`config.mk`:
```
export PLATFORM = sky130hd
export DESIGN_NAME = usb_pd_tx_sched
export DESIGN_NICKNAME = d
export VERILOG_FILES = /design/src/rtl/usb_pd_pkg.sv /design/src/rtl/usb_pd_us_timer.sv /design/src/rtl/usb_pd_tx_sched.sv
export SDC_FILE = /design/constraint.sdc
export NUM_CORES = 1
export LEC_CHECK = 0
export CAP_MARGIN = 15
export CORE_ASPECT_RATIO = 1.1
export CORE_MARGIN = 2
export CORE_UTILIZATION = 45
export DETAILED_ROUTE_END_ITERATION = 8
export GPL_ROUTABILITY_DRIVEN = 0
export PLACE_DENSITY = 0.68
export REMOVE_ABC_BUFFERS = 1
export SLEW_MARGIN = 40
export SYNTH_ARGS = -nofsm -noshare
export SYNTH_HDL_FRONTEND = slang
export SYNTH_HIERARCHICAL = 1
export SYNTH_SLANG_ARGS = --single-unit
```
`constraint.sdc`:
```
create_clock -name clock -period 11.6 [get_ports clock]
set_input_delay 1.74 -clock clock [delete_from_list [all_inputs] [get_ports clock]]
set_output_delay 1.74 -clock clock [all_outputs]
set_load 0.02 [all_outputs]
```
`src/rtl/usb_pd_pkg.sv`:
```
// Shared constants for the USB-PD transmit scheduler: PD message types,
// FSM state encoding and microsecond-to-cycle conversion.
package usb_pd_pkg;

    // PD control message types used by the scheduler and its users
    localparam logic [3:0] PD_GOODCRC = 4'd1;
    localparam logic [3:0] PD_REQUEST = 4'd2;
    localparam logic [3:0] PD_ACCEPT  = 4'd3;
    localparam logic [3:0] PD_PS_RDY  = 4'd6;

    // All timers are 20-bit saturating counters
    localparam int unsigned          TIMER_W   = 20;
    localparam logic [TIMER_W-1:0]   TIMER_MAX = '1;

    // Scheduler FSM encoding
    localparam logic [2:0] ST_IDLE     = 3'd0;
    localparam logic [2:0] ST_GAP      = 3'd1;
    localparam logic [2:0] ST_START    = 3'd2;
    localparam logic [2:0] ST_TX       = 3'd3;
    localparam logic [2:0] ST_WAIT_CRC = 3'd4;
    localparam logic [2:0] ST_DONE     = 3'd5;
    localparam logic [2:0] ST_FAIL     = 3'd6;

    // Number of clock cycles in 'us' microseconds at 'khz' kHz
    function automatic longint unsigned us_to_cycles(input longint unsigned us,
                                                     input longint unsigned khz);
        return (us * khz) / 64'd1000;
    endfunction

endpackage

```
`src/rtl/usb_pd_us_timer.sv`:
```
// 20-bit saturating cycle timer with synchronous clear, count enable and a
// terminal-count compare. 'done' already accounts for the cycle currently
// being counted, so a terminal of N fires on the N-th enabled cycle.
module usb_pd_us_timer
    import usb_pd_pkg::*;
(
    input  logic               clock,
    input  logic               nrst,
    input  logic               clear,
    input  logic               enable,
    input  logic [TIMER_W-1:0] terminal,
    output logic               done
);

    logic [TIMER_W-1:0] count;

    // Count enabled cycles, holding at the maximum instead of wrapping
    always_ff @(posedge clock or negedge nrst) begin
        if (!nrst) begin
            count <= '0;
        end else if (clear) begin
            count <= '0;
        end else if (enable && (count != TIMER_MAX)) begin
            // NOTE: state registers use non-blocking assignments so every flop
            // samples pre-edge values, independent of block ordering.
            count <= count + 1'b1;
        end
    end

    // Terminal reached once this cycle's increment is included
    always_comb begin
        done = ({1'b0, count} + {{TIMER_W{1'b0}}, enable}) >= {1'b0, terminal};
    end

endmodule

```
`src/rtl/usb_pd_tx_sched.sv`:
```
// USB-PD transmit scheduler: arbitrates GoodCRC replies against user
// messages, enforces the inter-frame gap, handshakes with the PHY, waits
// for the partner's GoodCRC with retries, and maintains the MessageID.
module usb_pd_tx_sched
    import usb_pd_pkg::*;
#(
    parameter int unsigned system_khz     = 30000,
    parameter int unsigned ifg_us         = 25,
    parameter int unsigned crc_timeout_us = 1000,
    parameter int unsigned n_retry        = 2
) (
    input  logic       clock,
    input  logic       nrst,
    // GoodCRC reply request
    input  logic       gcrc_req,
    input  logic [2:0] gcrc_id,
    // User message request
    input  logic       msg_req,
    input  logic       msg_hrst,
    input  logic [2:0] msg_num,
    input  logic [3:0] msg_type,
    output logic       msg_ack,
    output logic       msg_done,
    output logic       msg_fail,
    // Receiver status
    input  logic       rx_busy,
    input  logic       rx_crc_valid,
    input  logic       rx_pkg_valid,
    input  logic [3:0] rx_type,
    input  logic [2:0] rx_num,
    input  logic [2:0] rx_id,
    // PHY transmit interface
    output logic       phy_start,
    input  logic       phy_busy,
    output logic       phy_hrst,
    output logic [2:0] phy_id,
    output logic [2:0] phy_num,
    output logic [3:0] phy_type,
    output logic       phy_word_sel,
    output logic [2:0] msg_id
);

    localparam longint unsigned GAP_CYC_L = us_to_cycles(64'(ifg_us), 64'(system_khz));
    localparam longint unsigned CRC_CYC_L = us_to_cycles(64'(crc_timeout_us), 64'(system_khz));
    localparam logic [TIMER_W-1:0] GAP_CYC = GAP_CYC_L[TIMER_W-1:0];
    localparam logic [TIMER_W-1:0] CRC_CYC = CRC_CYC_L[TIMER_W-1:0];
    localparam logic [7:0]         RETRY_MAX = 8'(n_retry);

    // Refuse to build with timer settings the 20-bit counter cannot reach
    if (GAP_CYC_L > 64'(TIMER_MAX)) begin : g_gap_range
        $error("usb_pd_tx_sched: ifg_us*system_khz/1000 exceeds 2^20-1 cycles");
    end
    if (CRC_CYC_L > 64'(TIMER_MAX)) begin : g_crc_range
        $error("usb_pd_tx_sched: crc_timeout_us*system_khz/1000 exceeds 2^20-1 cycles");
    end
    if (n_retry > 255) begin : g_retry_range
        $error("usb_pd_tx_sched: n_retry must not exceed 255");
    end

    logic [2:0]         state;
    logic [2:0]         state_nxt;
    logic               gcrc_pend;
    logic               gcrc_fresh;
    logic [2:0]         gcrc_pend_id;
    logic               is_gcrc;
    logic [7:0]         attempt;
    logic               crc_ok_q;
    logic               crc_hit;
    logic               launch_gcrc;
    logic               launch_msg;
    logic               retry;
    logic               tmr_clear;
    logic               tmr_enable;
    logic               tmr_done;
    logic [TIMER_W-1:0] tmr_terminal;

    // One timer serves both the bus-idle gap and the GoodCRC wait
    usb_pd_us_timer u_timer (
        .clock    (clock),
        .nrst     (nrst),
        .clear    (tmr_clear),
        .enable   (tmr_enable),
        .terminal (tmr_terminal),
        .done     (tmr_done)
    );

    // Timer control: count idle-bus cycles in GAP, all cycles in WAIT_CRC;
    // restart on bus activity, on a timeout, and in every other state
    always_comb begin
        tmr_enable   = ((state == ST_GAP) && !rx_busy) || (state == ST_WAIT_CRC);
        tmr_clear    = ((state != ST_GAP) && (state != ST_WAIT_CRC))
                     || ((state == ST_GAP) && rx_busy)
                     || ((state == ST_WAIT_CRC) && tmr_done);
        tmr_terminal = (state == ST_WAIT_CRC) ? CRC_CYC : GAP_CYC;
    end

    // GoodCRC qualification on the rising edge of a valid received frame
    always_comb begin
        crc_hit = rx_crc_valid && rx_pkg_valid && !crc_ok_q
               && (rx_type == PD_GOODCRC) && (rx_num == 3'd0) && (rx_id == msg_id);
    end

    // Next-state logic and per-transition strobes
    always_comb begin
        // NOTE: every signal gets a default first so no path leaves it
        // unassigned, which would otherwise infer a latch.
        state_nxt   = state;
        launch_gcrc = 1'b0;
        launch_msg  = 1'b0;
        retry       = 1'b0;
        case (state)
            ST_IDLE: begin
                if (gcrc_pend || gcrc_req) begin
                    launch_gcrc = 1'b1;
                    state_nxt   = ST_GAP;
                end else if (msg_req) begin
                    launch_msg  = 1'b1;
                    state_nxt   = ST_GAP;
                end
            end
            ST_GAP: begin
                if (tmr_done) state_nxt = ST_START;
            end
            ST_START: begin
                if (phy_busy) state_nxt = ST_TX;
            end
            ST_TX: begin
                if (!phy_busy) state_nxt = (is_gcrc || phy_hrst) ? ST_DONE : ST_WAIT_CRC;
            end
            ST_WAIT_CRC: begin
                if (crc_hit) begin
                    state_nxt = ST_DONE;
                end else if (tmr_done) begin
                    if (attempt < RETRY_MAX) begin
                        retry     = 1'b1;
                        state_nxt = ST_GAP;
                    end else begin
                        state_nxt = ST_FAIL;
                    end
                end
            end
            ST_DONE:  state_nxt = ST_IDLE;
            ST_FAIL:  state_nxt = ST_IDLE;
            default:  state_nxt = ST_IDLE;
        endcase
    end

    // State register and receive-valid edge history
    always_ff @(posedge clock or negedge nrst) begin
        if (!nrst) begin
            state    <= ST_IDLE;
            crc_ok_q <= 1'b0;
        end else begin
            state    <= state_nxt;
            crc_ok_q <= rx_crc_valid && rx_pkg_valid;
        end
    end

    // Pending GoodCRC: stays set while being served and is released at its
    // DONE unless a newer request arrived after it was launched
    always_ff @(posedge clock or negedge nrst) begin
        if (!nrst) begin
            gcrc_pend    <= 1'b0;
            gcrc_fresh   <= 1'b0;
            gcrc_pend_id <= 3'd0;
        end else begin
            if (gcrc_req) gcrc_pend_id <= gcrc_id;
            if (launch_gcrc) begin
                gcrc_pend  <= 1'b1;
                gcrc_fresh <= 1'b0;
            end else if (gcrc_req) begin
                gcrc_pend  <= 1'b1;
                gcrc_fresh <= 1'b1;
            end else if ((state == ST_DONE) && is_gcrc) begin
                gcrc_pend  <= gcrc_fresh;
            end
        end
    end

    // Transaction capture: PHY fields, kind of transaction, acknowledge
    always_ff @(posedge clock or negedge nrst) begin
        if (!nrst) begin
            is_gcrc      <= 1'b0;
            msg_ack      <= 1'b0;
            phy_hrst     <= 1'b0;
            phy_id       <= 3'd0;
            phy_num      <= 3'd0;
            phy_type     <= 4'd0;
            phy_word_sel <= 1'b0;
        end else begin
            msg_ack <= launch_msg;
            if (launch_gcrc) begin
                is_gcrc      <= 1'b1;
                phy_hrst     <= 1'b0;
                phy_id       <= gcrc_req ? gcrc_id : gcrc_pend_id;
                phy_num      <= 3'd0;
                phy_type     <= PD_GOODCRC;
                phy_word_sel <= 1'b0;
            end else if (launch_msg) begin
                is_gcrc      <= 1'b0;
                phy_hrst     <= msg_hrst;
                phy_id       <= msg_id;
                phy_num      <= msg_num;
                phy_type     <= msg_type;
                phy_word_sel <= 1'b1;
            end
        end
    end

    // Retry bookkeeping and MessageID update on completed messages
    always_ff @(posedge clock or negedge nrst) begin
        if (!nrst) begin
            attempt <= 8'd0;
            msg_id  <= 3'd0;
        end else begin
            if (launch_msg) begin
                attempt <= 8'd0;
            end else if (retry) begin
                attempt <= attempt + 8'd1;
            end
            if ((state == ST_DONE) && !is_gcrc) begin
                msg_id <= phy_hrst ? 3'd0 : msg_id + 3'd1;
            end
        end
    end

    // State-decoded strobes
    assign phy_start = (state == ST_START);
    assign msg_done  = (state == ST_DONE) && !is_gcrc;
    assign msg_fail  = (state == ST_FAIL);

endmodule

```
==> qor.json, run 1 <==
{
  "cts": {
    "ctsHtreeMaxLevel": 2,
    "cts_bufs_inserted": 5,
    "cts.hold.buffers_added": 0,
    "worstSkewPairLatency_ns": 0.31,
    "tritoncts": "done",
    "numClockSinks": 54,
    "post_cts_buffers": 0,
    "clock_tree.root_cell": "sky130_fd_sc_hd__clkbuf_8",
    "number_of_gates_resized_after_cts": 0,
    "cts.reportedPaths.clkPinSlew_ns": 0.10,
    "clock_path_buffers": 2
  },
  "power_and_ir_drop": {
    "static-leakage-power_nw": 1.835,
    "ir_worst_vdd_mv": 0.09635,
    "power.clock.fraction": 0.281,
    "swShare": 0.3115,
    "power.share.combinational": 0.237,
    "power_density_nw_per_um2": 112.4,
    "seqPwrFrac": 0.482,
    "internal_power_mw": 0.3214,
    "p_switching_mw": 0.1454
  },
  "timing": {
    "worst_slew_margin_rel": 0.4376,
    "finClkSkew_ns": 0.01458,
    "timing_max_transition_violations_final": 0,
    "worst_slew_pin_slew_ns": 0.8365,
    "minimum_setup_slack_in_the_final_design_ns": 5.202,
    "final_total_negative_setup_slack_ns": 0,
    "max_clock_freq_ghz": 0.1563,
    "post-route-min-period_ns": 6.398,
    "setup_viol": 0,
    "rsz_0062_raised_after_global_routing": "false",
    "hold_viol_final": 0,
    "period_share": 0.5515
  },
  "grt": {
    "maximum_number_of_pins_on_one_net_before_global_route_repair": 55,
    "number_of_global_route_vias_before_repair": 2954,
    "grt_first_pass_wirelength_um": 13460,
    "antenna_found_initial": 0,
    "grt_use_total": 0.1940,
    "overflow": 0
  },
  "floorplanning": {
    "floorplan.die_area_sq_um": 8539,
    "initial_core_util": 0.4680,
    "coreArea_sq_um": 7515,
    "die-width_um": 88.29,
    "top_level_ports": 48,
    "die_h_um": 96.72,
    "floorplan.rows": 33
  },
  "cells_and_area": {
    "finalNetCount": 476,
    "flow.area_growth_from_synthesis_pct": 18.11,
    "num_antenna_cells": 0,
    "post_route_cells_drive_above_1_share": 0.06383
  },
  "worst_setup_path": {
    "worst_setup_path_start_kind": "input port",
    "timing.critical_path.required_ns": 11.86,
    "path_delay_family": "simple AND/OR/NAND/NOR gates",
    "endpoint_type_of_the_worst_setup_path": "flop",
    "crit_slowest_cell": "sky130_fd_sc_hd__or4_1",
    "cp.arrival_ns": 6.65,
    "worst-path-stages": 18,
    "r2r.worst_path.cells": 18,
    "path_max_fanout": 21,
    "cp_num_buf_inv": 1,
    "critical_path.cell_chain": "clkdlybuf4s50_1 -> or2_2 -> a21oi_1 -> ha_1 -> nand3_1 -> nor3_1 -> nand3_1 -> xnor2_1 -> ha_1 -> nand4_1 -> nor4_1 -> a311oi_1 -> o221a_1 -> o31ai_1 -> o21ai_0 -> nand2_1 -> or4_1 -> nand2_1",
    "cpPeakStageDelay_ns": 0.65,
    "worstSetupPathType": "input port to flop"
  },
  "synth": {
    "synth_edf_count": 0,
    "synth_area_per_cell_sq_um": 9.379,
    "synth_area_leader_cell": "sky130_fd_sc_hd__dfrtp_1",
    "postSynthRegisterBits": 54,
    "synth_largest_type_area_fraction": 0.3842,
    "ys.warnings.count": 6,
    "syn-cell-area_sq_um": 3517,
    "synthArstFlopShare": 1.000,
    "ys_seq_area_frac": 0.3842,
    "syn_inst": 375,
    "synth.area.top_cells": "sky130_fd_sc_hd__dfrtp_1, sky130_fd_sc_hd__ha_1, sky130_fd_sc_hd__xor2_1, sky130_fd_sc_hd__nor2_1, sky130_fd_sc_hd__nand2_1",
    "ys_dominant_reg_cell": "sky130_fd_sc_hd__dfrtp_1",
    "yosys.cell_types.count": 62
  },
  "placement": {
    "hpwlAfterDp_um": 6010,
    "preCtsSetupSlack_ns": 4.934,
    "place.port_buffers": 47
  },
  "outcome": {
    "run_status": "completed"
  },
  "routing": {
    "vias": 2852,
    "wirelength_um": 7768,
    "post_drt_wl_per_cell_um": 14.71,
    "drt-pass1-iter-count": 4,
    "viasPerCell": 5.402,
    "antenna_left": 0,
    "drt_drc_violations_left": 0,
    "initial_drt_markers": 93
  },
  "hold_path": {
    "hp-class": "flop to flop",
    "timing.hold.worst_path_depth": 2
  },
  "run": {
    "maxCapViolCount": 0
  }
}
-- worst register-to-register path: stages, from the launching register on --
cell,delay (ns)
sky130_fd_sc_hd__dfrtp_1,0.60
sky130_fd_sc_hd__nand2_1,0.12
sky130_fd_sc_hd__or2_2,0.29
sky130_fd_sc_hd__a21oi_1,0.37
sky130_fd_sc_hd__ha_1,0.27
sky130_fd_sc_hd__nand3_1,0.16
sky130_fd_sc_hd__nor3_1,0.56
sky130_fd_sc_hd__nand3_1,0.18
sky130_fd_sc_hd__xnor2_1,0.16
sky130_fd_sc_hd__ha_1,0.28
sky130_fd_sc_hd__nand4_1,0.12
sky130_fd_sc_hd__nor4_1,0.06
sky130_fd_sc_hd__a311oi_1,0.27
sky130_fd_sc_hd__o221a_1,0.21
sky130_fd_sc_hd__o31ai_1,0.18
sky130_fd_sc_hd__o21ai_0,0.22
sky130_fd_sc_hd__nand2_1,0.43
sky130_fd_sc_hd__or4_1,0.66
sky130_fd_sc_hd__nand2_1,0.08
-- metal layers --
metal,global-route usage,part of all wire,wire (um)
met1,0.2456,0.42,3295
met2,0.3320,0.52,4011
met3,0.04010,0.045,346
met4,0.05128,0.015,114
met5,0,0,0
-- layout by cell type, fill, tap and decap left out, types with 5 or more instances in the layout --
cell and n:
sky130_fd_sc_hd__o21ai_0 10, sky130_fd_sc_hd__and2_1 5, sky130_fd_sc_hd__ha_1 25, sky130_fd_sc_hd__nor3_1 8, sky130_fd_sc_hd__dfrtp_1 54, sky130_fd_sc_hd__nand2_1 32
sky130_fd_sc_hd__or3_1 7, sky130_fd_sc_hd__nor2_1 34, sky130_fd_sc_hd__clkbuf_8 5, sky130_fd_sc_hd__xor2_1 19, sky130_fd_sc_hd__a22o_1 8, sky130_fd_sc_hd__nand4_1 13
sky130_fd_sc_hd__inv_1 24, sky130_fd_sc_hd__xnor2_1 13, sky130_fd_sc_hd__nand3_1 15, sky130_fd_sc_hd__o21ai_1 5, sky130_fd_sc_hd__a21oi_1 20, sky130_fd_sc_hd__conb_1 8
sky130_fd_sc_hd__clkdlybuf4s50_1 46
-- power by group through the flow --
stage / Sequential [mW] / Combinational [mW] / Clock [mW]
final: 0.225 / 0.111 / 0.131
after global routing: 0.228 / 0.123 / 0.143
after CTS: 0.224 / 0.111 / 0.135
after detailed placement: 0.227 / 0.111 / 0
after global placement: 0.227 / 0.108 / 0
after floorplan: 0.235 / 0.0530 / 0
-- cells by family (layout without fill, tap and decap cells) --
logic type,after synthesis,after routing,synth area share
AO/OA/AOI/OAI,72,72,0.1412
XOR/XNOR,32,32,0.07969
adder cells (fa/ha/maj),25,25,0.08894
buffers and inverters,39,81,0.05870
flip-flops,54,54,0.3842
multiplexers,5,5,0.01530
other,2,8,0.002135
AND/OR/NAND/NOR,146,146,0.2298
-- flip-flops by register name, summed over array words and instances, names as in the netlist --
register / count
u_timer/count: 20
attempt: 8
phy_type: 4
gcrc_pend_id: 3
msg_id: 3
phy_id: 3
phy_num: 3
state: 3
crc_ok_q: 1
gcrc_fresh: 1
gcrc_pend: 1
is_gcrc: 1
msg_ack: 1
phy_hrst: 1
phy_word_sel: 1
-- through the flow --
stage	utilization	hold slack (ns)	instances	cell area, sq um	power [mW]
2_1_floorplan	-	0.4517	367	3427	0.2884
3_3_place_gp	0.5365	0.4682	520	4031	0.3355
3_5_place_dp	0.5365	0.4779	520	4031	0.3383
4_1_cts	0.5521	0.5040	528	4149	0.4709
5_1_grt	0.5528	0.5348	528	4154	0.4940
6_report	0.5528	0.5021	528	4154	0.4667
-- synthesized netlist by cell type (all sizes together) (2+ instances only) --
library cell / number
a22o: 8
nor4b: 2
nor2b: 4
xnor2: 13
buf: 10
mux2i: 2
o21ai: 17
a311oi: 2
nand3: 15
conb: 2
and3: 2
a21oi: 20
and2: 6
or3: 7
nand3b: 3
ha: 25
dfrtp: 54
and4: 2
nor2: 34
xor2: 19
nor4: 5
mux2: 3
nand2b: 4
nand2: 32
o22ai: 4
a21o: 4
nor3: 9
a211oi: 3
inv: 24
or4: 4
o31ai: 2
clkbuf: 2
nand4: 15
o21bai: 2
-- cell type report --
cell class | count | area (sq um)
fillers | 725 | 3361
multi-input cells | 288 | 1987
flip-flops and latches | 54 | 1351
repair buffers | 48 | 473.0
well taps | 105 | 131.4
inverters | 25 | 93.84
clock buffers | 5 | 68.82
clock inverters | 3 | 48.80
-- worst paths after layout --
kind                       startpoint               end  slack (ns)
setup reg to reg             state[0]  u_timer/count[9]        6.33
hold reg to reg            gcrc_fresh        gcrc_fresh        0.50
min in group asynchronous        nrst        phy_num[0]        1.54
hold / removal             gcrc_fresh        gcrc_fresh        0.50
setup / recovery              rx_busy  u_timer/count[9]        5.20
max in group asynchronous        nrst          state[0]        9.60
Note: power is estimated with default switching activity, not from simulation.
==> inputs of run 2 (changes only) <==
==> constraint.sdc (replaced) <==
create_clock -name clock -period 6 [get_ports clock]
set_input_delay 0.9 -clock clock [delete_from_list [all_inputs] [get_ports clock]]
set_output_delay 0.9 -clock clock [all_outputs]
set_load 0.02 [all_outputs]
==> qor.json, run 2 (same netlist as run 1, synthesis figures left out) <==
{
  "outcome": {
    "run_status": "completed"
  },
  "routing": {
    "drt_drc_violations_left": {"value": 0, "change": "unchanged"},
    "vias": {"value": 2858, "change": "+0.21%"},
    "drt-pass1-iter-count": {"value": 4, "change": "unchanged"},
    "wirelength": {"value": 7594, "unit": "um", "change": "-2.2%"},
    "viasPerCell": {"value": 5.392, "change": "-0.17%"},
    "initial_drt_markers": {"value": 152, "change": "+63%"},
    "post_drt_wl_per_cell": {"value": 14.33, "unit": "um", "change": "-2.6%"},
    "antenna_left": {"value": 0, "change": "unchanged"}
  },
  "cells_and_area": {
    "max_flop_register": "u_timer/count",
    "num_antenna_cells": {"value": 0, "change": "unchanged"},
    "flow.area_growth_from_synthesis_pct": 19.25,
    "layout.cell_area.non_filler": {"value": 4194, "unit": "sq um", "change": "+0.96%"},
    "most_common_cell_after_layout_fill_and_taps_aside": "sky130_fd_sc_hd__dfrtp_1",
    "number_of_flip_flops_under_the_largest_register_name": {"value": 20, "change": "unchanged"},
    "post_route_cells_drive_above_1_share": {"value": 0.06824, "change": "+0.004406"},
    "largestRegisters": "u_timer/count (20), attempt (8), phy_type (4)",
    "finalNetCount": {"value": 478, "change": "+0.42%"},
    "most-common-layout-cells": "sky130_fd_sc_hd__dfrtp_1, sky130_fd_sc_hd__clkdlybuf4s50_1, sky130_fd_sc_hd__nor2_1",
    "final_core_util": {"value": 0.5581, "change": "+0.005328"}
  },
  "timing": {
    "final_total_negative_setup_slack": {"value": 0, "unit": "ns", "change": "unchanged"},
    "period_share": 0.8929,
    "hold_viol_final": {"value": 0, "change": "unchanged"},
    "max_clock_freq_ghz": 0.1867,
    "finalHoldWorstSlack": {"value": 0.4946, "unit": "ns", "change": "-0.007476 ns"},
    "minimum_setup_slack_in_the_final_design": {"value": 0.6429, "unit": "ns", "change": "-4.560 ns"},
    "setup_viol": {"value": 0, "change": "unchanged"},
    "rsz_0062_raised_after_global_routing": "false",
    "post-route-min-period_ns": 5.357,
    "worst_slew_pin_slew": {"value": 0.6847, "unit": "ns", "change": "-0.1519 ns"},
    "worst_slew_margin_rel": {"value": 0.5436, "change": "+0.1060"},
    "timing_max_transition_violations_final": {"value": 0, "change": "unchanged"},
    "finClkSkew": {"value": 0.005713, "unit": "ns", "change": "-0.008867 ns"}
  },
  "floorplanning": {
    "floorplan.rows": {"value": 33, "change": "unchanged"},
    "coreArea": {"value": 7515, "unit": "sq um", "change": "unchanged"},
    "die_h": {"value": 96.72, "unit": "um", "change": "unchanged"},
    "top_level_ports": {"value": 48, "change": "unchanged"},
    "die-width": {"value": 88.29, "unit": "um", "change": "unchanged"},
    "initial_core_util": {"value": 0.4680, "change": "unchanged"},
    "floorplan.die_area": {"value": 8539, "unit": "sq um", "change": "unchanged"}
  },
  "hold_path": {
    "min_delay_src": "attempt[2]",
    "hp-class": "flop to flop",
    "timing.hold.worst_path_depth": {"value": 2, "change": "unchanged"},
    "timing.hold.worst_endpoint": "attempt[2]"
  },
  "power_and_ir_drop": {
    "power_density": {"value": 225.2, "unit": "nW/um^2", "change": "+100%"},
    "static-leakage-power": {"value": 1.860, "unit": "nW", "change": "+1.4%"},
    "ir_worst_vdd": {"value": 0.2257, "unit": "mV", "change": "+130%"},
    "internal_power": {"value": 0.6747, "unit": "mW", "change": "+110%"},
    "power.share.combinational": {"value": 0.229, "change": "-0.008"},
    "swShare": {"value": 0.2857, "change": "-0.02580"},
    "seqPwrFrac": {"value": 0.459, "change": "-0.023"},
    "p_switching": {"value": 0.2698, "unit": "mW", "change": "+86%"},
    "power.clock.fraction": {"value": 0.312, "change": "+0.031"}
  },
  "worst_setup_path": {
    "crit_slowest_cell": "sky130_fd_sc_hd__or4_1",
    "path_max_fanout": {"value": 11, "change": "-48%"},
    "cp_num_buf_inv": {"value": 2, "change": "+1"},
    "worst_setup_path_start_kind": "input port",
    "timing.critical_path.required": {"value": 6.25, "unit": "ns", "change": "-5.61 ns"},
    "r2r-end": "u_timer/count[9]",
    "worst_r2r_startpoint": "state[0]",
    "critical_path.cell_chain": "clkdlybuf4s50_1 -> or2_2 -> a21oi_1 -> ha_1 -> nand3_1 -> nor3_1 -> nand2_1 -> xnor2_1 -> ha_1 -> a21oi_1 -> a21boi_0 -> a311oi_1 -> o221a_1 -> o31ai_1 -> buf_4 -> o21ai_0 -> nand2_1 -> or4_1 -> nand2_1",
    "endpoint_type_of_the_worst_setup_path": "flop",
    "cp.arrival": {"value": 5.60, "unit": "ns", "change": "-1.05 ns"},
    "r2r.worst_path.cells": {"value": 19, "change": "+1"},
    "worstSetupPathType": "input port to flop",
    "cpPeakStageDelay": {"value": 0.58, "unit": "ns", "change": "-0.07 ns"},
    "path_delay_family": "simple AND/OR/NAND/NOR gates",
    "r2r_slack": {"value": 0.93, "unit": "ns", "change": "-5.40 ns"},
    "worst_path_most_repeated_cell": "sky130_fd_sc_hd__nand2_1"
  },
  "cts": {
    "cts.reportedPaths.clkPinSlew": {"value": 0.10, "unit": "ns", "change": "about the same"},
    "clock_path_buffers": {"value": 2, "change": "unchanged"},
    "cts.hold.buffers_added": {"value": 0, "change": "unchanged"},
    "numClockSinks": {"value": 54, "change": "unchanged"},
    "ctsHtreeMaxLevel": {"value": 2, "change": "unchanged"},
    "worstSkewPairLatency": {"value": 0.30, "unit": "ns", "change": "about the same"},
    "clock_tree.root_cell": "sky130_fd_sc_hd__clkbuf_8",
    "tritoncts": "done",
    "post_cts_buffers": {"value": 0, "change": "unchanged"},
    "number_of_gates_resized_after_cts": {"value": 0, "change": "unchanged"},
    "cts_bufs_inserted": {"value": 5, "change": "unchanged"}
  },
  "grt": {
    "grt_first_pass_wirelength": {"value": 13320, "unit": "um", "change": "-1.0%"},
    "maximum_number_of_pins_on_one_net_before_global_route_repair": {"value": 55, "change": "unchanged"},
    "number_of_global_route_vias_before_repair": {"value": 2891, "change": "-2.1%"},
    "overflow": {"value": 0, "change": "unchanged"},
    "antenna_found_initial": {"value": 0, "change": "unchanged"},
    "grt_use_total": {"value": 0.1910, "change": "-0.002940"}
  },
  "placement": {
    "place.port_buffers": {"value": 47, "change": "unchanged"},
    "postPlaceCellArea": {"value": 4046, "unit": "sq um", "change": "+0.37%"},
    "preCtsSetupSlack": {"value": 0.3521, "unit": "ns", "change": "-4.582 ns"},
    "hpwlAfterDp": {"value": 5876, "unit": "um", "change": "-2.2%"}
  },
  "run": {
    "maxCapViolCount": {"value": 0, "change": "unchanged"}
  }
}
run 2: changes by cell type in the layout (fill, tap and decap cells not counted):
cell and change:
sky130_fd_sc_hd__buf_4 +2, sky130_fd_sc_hd__bufinv_16 +1, sky130_fd_sc_hd__clkbuf_8 +1, sky130_fd_sc_hd__inv_8 -1, sky130_fd_sc_hd__clkinvlp_4 -1
run 2: metrics by stage:
step | cells | total power [mW]
after floorplan | 367 | 0.5576
after global placement | 522 | 0.6534
after detailed placement | 522 | 0.6571
after CTS | 530 | 0.9519
after global routing | 530 | 0.9972
final | 530 | 0.9446
run 2: worst max-delay path by stage:
stage	start	end	cells past startpoint
floorplan	rx_busy	u_timer/count[9]	17
global placement	rx_busy	u_timer/count[9]	19
detailed placement	rx_busy	u_timer/count[9]	19
CTS	rx_busy	u_timer/count[9]	19
global route	rx_busy	u_timer/count[9]	19
finish	rx_busy	u_timer/count[9]	19
run 2: power groups by stage:
stage,Clock (mW),Sequential (mW),Combinational [mW]
after floorplan,0,0.455,0.102
after global placement,0,0.440,0.213
after detailed placement,0,0.440,0.217
after CTS,0.300,0.434,0.218
after global routing,0.315,0.440,0.242
final,0.295,0.434,0.216
run 2: cell type report:
type / instances / area [sq um]
flip-flops and latches: 54 / 1351
repair buffers: 50 / 488.0
clock buffers: 6 / 82.58
multi-input cells: 288 / 1987
inverters: 25 / 93.84
fillers: 678 / 3321
well taps: 105 / 131.4
clock inverters: 2 / 60.06
run 2: worst register-to-register path, cell delays in order, from the launching register on:
cell and delay [ns]:
sky130_fd_sc_hd__dfrtp_1 0.60, sky130_fd_sc_hd__nand2_1 0.11, sky130_fd_sc_hd__or2_2 0.29, sky130_fd_sc_hd__a21oi_1 0.40, sky130_fd_sc_hd__ha_1 0.27, sky130_fd_sc_hd__nand3_1 0.16
sky130_fd_sc_hd__nor3_1 0.56, sky130_fd_sc_hd__nand2_1 0.13, sky130_fd_sc_hd__xnor2_1 0.19, sky130_fd_sc_hd__ha_1 0.28, sky130_fd_sc_hd__a21oi_1 0.13, sky130_fd_sc_hd__a21boi_0 0.10
sky130_fd_sc_hd__a311oi_1 0.26, sky130_fd_sc_hd__o221a_1 0.22, sky130_fd_sc_hd__o31ai_1 0.07, sky130_fd_sc_hd__buf_4 0.17, sky130_fd_sc_hd__o21ai_0 0.15, sky130_fd_sc_hd__nand2_1 0.24
sky130_fd_sc_hd__or4_1 0.58, sky130_fd_sc_hd__nand2_1 0.08
run 2: metal layers:
metal,global-route usage,vias to the layer above,share of wire
met5,0,-,0
met4,0.03963,0,0.0092
met3,0.03840,8,0.050
met2,0.3181,58,0.50
met1,0.2563,1362,0.44
li1,-,1430,-
